File: config.mk
export PLATFORM = sky130hd
export DESIGN_NAME = sha256_round_ctrl
export DESIGN_NICKNAME = d
export VERILOG_FILES = /design/src/rtl/sha256_round_ctrl.sv
export SDC_FILE = /design/constraint.sdc
export NUM_CORES = 1
export LEC_CHECK = 0
export ABC_AREA = 1
export ABC_CLOCK_PERIOD_IN_PS = 1200
export CAP_MARGIN = 40
export CORE_AREA = 5 5 42 44
export CTS_CLUSTER_SIZE = 30
export DETAILED_ROUTE_END_ITERATION = 12
export DIE_AREA = 0 0 47 49
export MAX_ROUTING_LAYER = met4
export PLACE_DENSITY = 0.66
export SETUP_SLACK_MARGIN = 0.15
export SKIP_CTS_REPAIR_TIMING = 1
export SKIP_LAST_GASP = 1
export SYNTH_ARGS = -nofsm -noshare
export SYNTH_HDL_FRONTEND = slang
export SYNTH_SLANG_ARGS = --single-unit
export TNS_END_PERCENT = 50
File: constraint.sdc
create_clock -name i_clk -period 1.2 [get_ports i_clk]
set_input_delay 0.12 -clock i_clk [delete_from_list [all_inputs] [get_ports i_clk]]
set_output_delay 0.12 -clock i_clk [all_outputs]
set_load 0.02 [all_outputs]
File: src/rtl/sha256_round_ctrl.sv
// Control FSM for one SHA-256 compression: working-variable load, ROUNDS rounds
// and the final H update. It steers an external round counter through clear/enable.
module sha256_round_ctrl #(
  parameter int unsigned ROUNDS = 64
) (
  input  logic       i_clk,
  input  logic       i_rst,
  input  logic       start_i,
  input  logic       first_blk_i,
  input  logic       abort_i,
  input  logic [7:0] i_i,
  output logic       clr_i_o,
  output logic       cnt_i_en_o,
  output logic       ld_iv_o,
  output logic       ld_abc_o,
  output logic       rnd_en_o,
  output logic       w_sel_msg_o,
  output logic [5:0] k_addr_o,
  output logic       upd_h_o,
  output logic       busy_o,
  output logic       done_o
);

  typedef enum logic [2:0] {
    IDLE,
    INIT,
    ROUND,
    UPDATE,
    DONE
  } state_t;

  localparam logic [7:0] LAST_RND = 8'(ROUNDS - 1);

  state_t state, state_nxt;
  logic   first_blk_q, first_blk_d;

  always_ff @(posedge i_clk or posedge i_rst) begin
    if (i_rst) begin
      state       <= IDLE;
      first_blk_q <= 1'b0;
    end else begin
      state       <= state_nxt;
      first_blk_q <= first_blk_d;
    end
  end

  always_comb begin
    state_nxt   = state;
    first_blk_d = first_blk_q;
    case (state)
      IDLE: begin
        if (start_i) begin
          state_nxt   = INIT;
          first_blk_d = first_blk_i;
        end
      end
      INIT:   state_nxt = ROUND;
      // >= rather than == so an overshooting counter still terminates the block
      ROUND:  if (i_i >= LAST_RND) state_nxt = UPDATE;
      UPDATE: state_nxt = DONE;
      DONE: begin
        if (start_i) begin
          state_nxt   = INIT;
          first_blk_d = first_blk_i;
        end else begin
          state_nxt = IDLE;
        end
      end
      default: state_nxt = IDLE;
    endcase
    if (abort_i) begin
      state_nxt   = IDLE;
      first_blk_d = first_blk_q;
    end
  end

  always_comb begin
    clr_i_o     = 1'b0;
    cnt_i_en_o  = 1'b0;
    ld_iv_o     = 1'b0;
    ld_abc_o    = 1'b0;
    rnd_en_o    = 1'b0;
    w_sel_msg_o = 1'b0;
    k_addr_o    = '0;
    upd_h_o     = 1'b0;
    busy_o      = 1'b0;
    done_o      = 1'b0;
    case (state)
      IDLE: clr_i_o = 1'b1;
      INIT: begin
        clr_i_o  = 1'b1;
        ld_abc_o = 1'b1;
        ld_iv_o  = first_blk_q;
        busy_o   = 1'b1;
      end
      ROUND: begin
        rnd_en_o    = 1'b1;
        cnt_i_en_o  = 1'b1;
        busy_o      = 1'b1;
        k_addr_o    = i_i[5:0];
        w_sel_msg_o = (i_i < 8'd16);
      end
      UPDATE: begin
        upd_h_o = 1'b1;
        busy_o  = 1'b1;
      end
      DONE: begin
        done_o  = 1'b1;
        clr_i_o = 1'b1;
        busy_o  = 1'b1;
      end
      default: clr_i_o = 1'b1;
    endcase
  end

endmodule
==> flow_summary.toml <==
[status]
violations = "negative setup slack"
outcome = "finished, violations left"

[final_layout]
diodes = 0
regArea_um2 = 101.3
layout_common_cells = "17 x buf_4, 13 x inv_1, 12 x clkdlybuf4s50_1"
fill_cells = 154
area_growth_pct = 127.5
final_common_cell = "buf_4"
multi_input_area_um2 = 210.2
final_util_pct = 53.84
fin_nets = 109
drive_above_1_share_pct = 38.30

[routing]
drtAntennaViolNets = 0
drt_iter0_drc = 3
firstDrtPassIters = 2
via_per_inst = 4.264
vias = 469
avgRoutedWirePerCell_um = 10.25
drc = 0
finalWirelength_mm = 1.128

[placed_design]
gp_congestion = 0.7603
dpl.hpwl_um = 862
dp_slack_ns = -0.5493
io_buffers = 27

[clock_network]
htreeDepth = 1
tritoncts = "built"
clock_path_buffers = 2
clock_sinks = 4
path_clk_slew_ns = 0.04
clock-root-buffer = "clkbuf_4"
numCtsBuffers = 3
worstSkewPairLatency_ns = 0.23

[synthesis]
synth_compound_area_share_pct = 5.283
synthesis.instances = 54
ys_ff_latch = 4
yosysTopAreaCell = "dfrtp_1"
ys_types = 14
yosys.area_share.xor_xnor_pct = 0
synth-adder-area-share_pct = 0
syn_avg_cell_area_um2 = 6.140
synthMuxAreaShare_pct = 0
syn_nets = 67
synth_top_family_by_area = "simple AND/OR/NAND/NOR gates"
netlist_top_cells_area = "dfrtp_1 30%, inv_1 17%, nor2_1 15%, nand2_1 9.1%, nand3_1 6.0%"
synth-seq-area-share_pct = 30.19
yosys.area_share.simple_pct = 44.15
yosys_warnings = 0
synth_top_area_share_pct = 30.19
syn_area_um2 = 331.6

[worst_setup_path]
path_class = "reg -> out"
worstPathMaxFanout = 5
ff2ff_path_depth = 5
startpoint = "state[2]$_DFFE_PP0P_"
endpoint = "clr_i_o"
end_kind = "output pin"
reg2reg_from = "state[1]$_DFFE_PP0P_"
worstSetupStartpointType = "flip-flop"
crit_required_ns = 1.08
cp.depth = 4
reg2reg_to = "state[1]$_DFFE_PP0P_"
crit_buf_inv = 3
ff2ff_setup_slack_ns = 0.06
cp_data_arrival_time_ns = 1.21
cp_top_family = "buffers and inverters"
cpPeakStageDelay_ns = 0.40
slowest_stage = "dfrtp_1"
path_cells = "inv_4 > nand2_1 > buf_4 > dlymetal6s2s_1"

[floorplanning]
die_y_um = 49
ioPinCount = 28
num_rows = 14
die-width_um = 47
initial_utilization_pct = 23.66
die-area_mm2 = 0.002303
core_area_mm2 = 0.001401

[grt]
grt_pass1_wl_mm = 1.683
grt_util_met1_pct = 12.42
grt_max_degree = 11
grt_use_met3_pct = 3.690
track_usage_pct = 10.14
antenna_found_initial = 0
top_usage_layer = "met2"
grt_pass1_vias = 412
met2_usage_pct = 14.03
grt.overflow.total = 0

[sta]
tightest_slew_ns = 0.2278
hold_viol_final = 0
finalCriticalPeriod_ns = 1.326
whs_ns = 0.07537
period_share_pct = 110.5
finClkSkew_ns = 0.001970
fmaxAchievable_mhz = 754.3
slew_violations = 0
finalSetupViolCount = 15
fin_ws_ns = -0.1257
relSlewSlack_pct = 84.79
rsz0062_at_grt = "yes"

[power_and_ir_drop]
total_power_uw = 755.4
p_per_area_mw_per_mm2 = 1001
ir_worst_vdd_mv = 0.6336
power_leakage_uw = 0.0004584

[job]
cap_violations = 0

[worst_hold_path]
min_path_type = "in -> async"
## power breakdown
| part | internal (uW) | total (uW) | switching, uW | leakage (uW) |
|---|---|---|---|---|
| Combinational | 210 | 418 | 207 | 0.000395 |
| Clock | 112 | 162 | 50.7 | 0.0000138 |
| Sequential | 156 | 176 | 19.0 | 0.0000493 |
## worst reg2reg max path: stages, from the launching register on
cell and delay (ns):
dfrtp_2 0.46, inv_1 0.09, nand3_2 0.11, buf_4 0.16, buf_4 0.12, a21oi_1 0.13
## Yosys cell counts
cell type and count:
nor2_1 13, nor4_2 1, or2_1 1, inv_1 15, nor3_1 1, nand3_1 4
dfrtp_1 4, a22oi_1 1, inv_2 1, nand2_1 8, buf_4 1, nor2_2 1
nand3_4 1, a21oi_1 2
## through the flow
step           std cells  TNS [ns]  area [um2]
3_3_place_gp         103    -4.841       680.7
5_1_grt              110    -2.098       754.5
4_1_cts              106    -8.612       703.2
2_1_floorplan         54         0       345.3
3_5_place_dp         103    -4.992       680.7
6_report             110   -0.8810       754.5
## cell families (layout without fill, tap and decap cells)
family,after synthesis,count (layout)
compound gates,3,3
buf+inv,17,56
flops,4,4
simple gates,30,31
## flip-flops by register name, summed over array words and instances, names as in the netlist
name / flops
first_blk_q: 1
state: 3
## area by class of cell
cell class,count,area share [%]
tap,16,2.653
clock buffer,3,2.985
timing repair buffer,37,44.78
sequential,4,13.43
multi-input combinational,34,27.86
inverter,16,8.292
## per-layer routing
metal / share of wire [%] / vias to the layer above
met2: 53 / 12
met3: 5.1 / 2
met1: 41 / 212
met5: 0 / -
met4: 0.53 / 0
li1: - / 243
## worst min-delay path by stage
stage,startpoint,endpoint,slack [ns],depth (start not counted)
2_1_floorplan,i_rst,first_blk_q$_DFFE_PP0P_,-0.11,1
6_report,i_rst,state[0]$_DFFE_PP0P_,0.08,2
4_1_cts,i_rst,state[0]$_DFFE_PP0P_,0.07,2
3_5_place_dp,i_rst,first_blk_q$_DFFE_PP0P_,0.31,2
5_1_grt,i_rst,first_blk_q$_DFFE_PP0P_,0.10,2
3_3_place_gp,i_rst,first_blk_q$_DFFE_PP0P_,0.31,2
No activity file was read; power rests on OpenSTA's default activity.
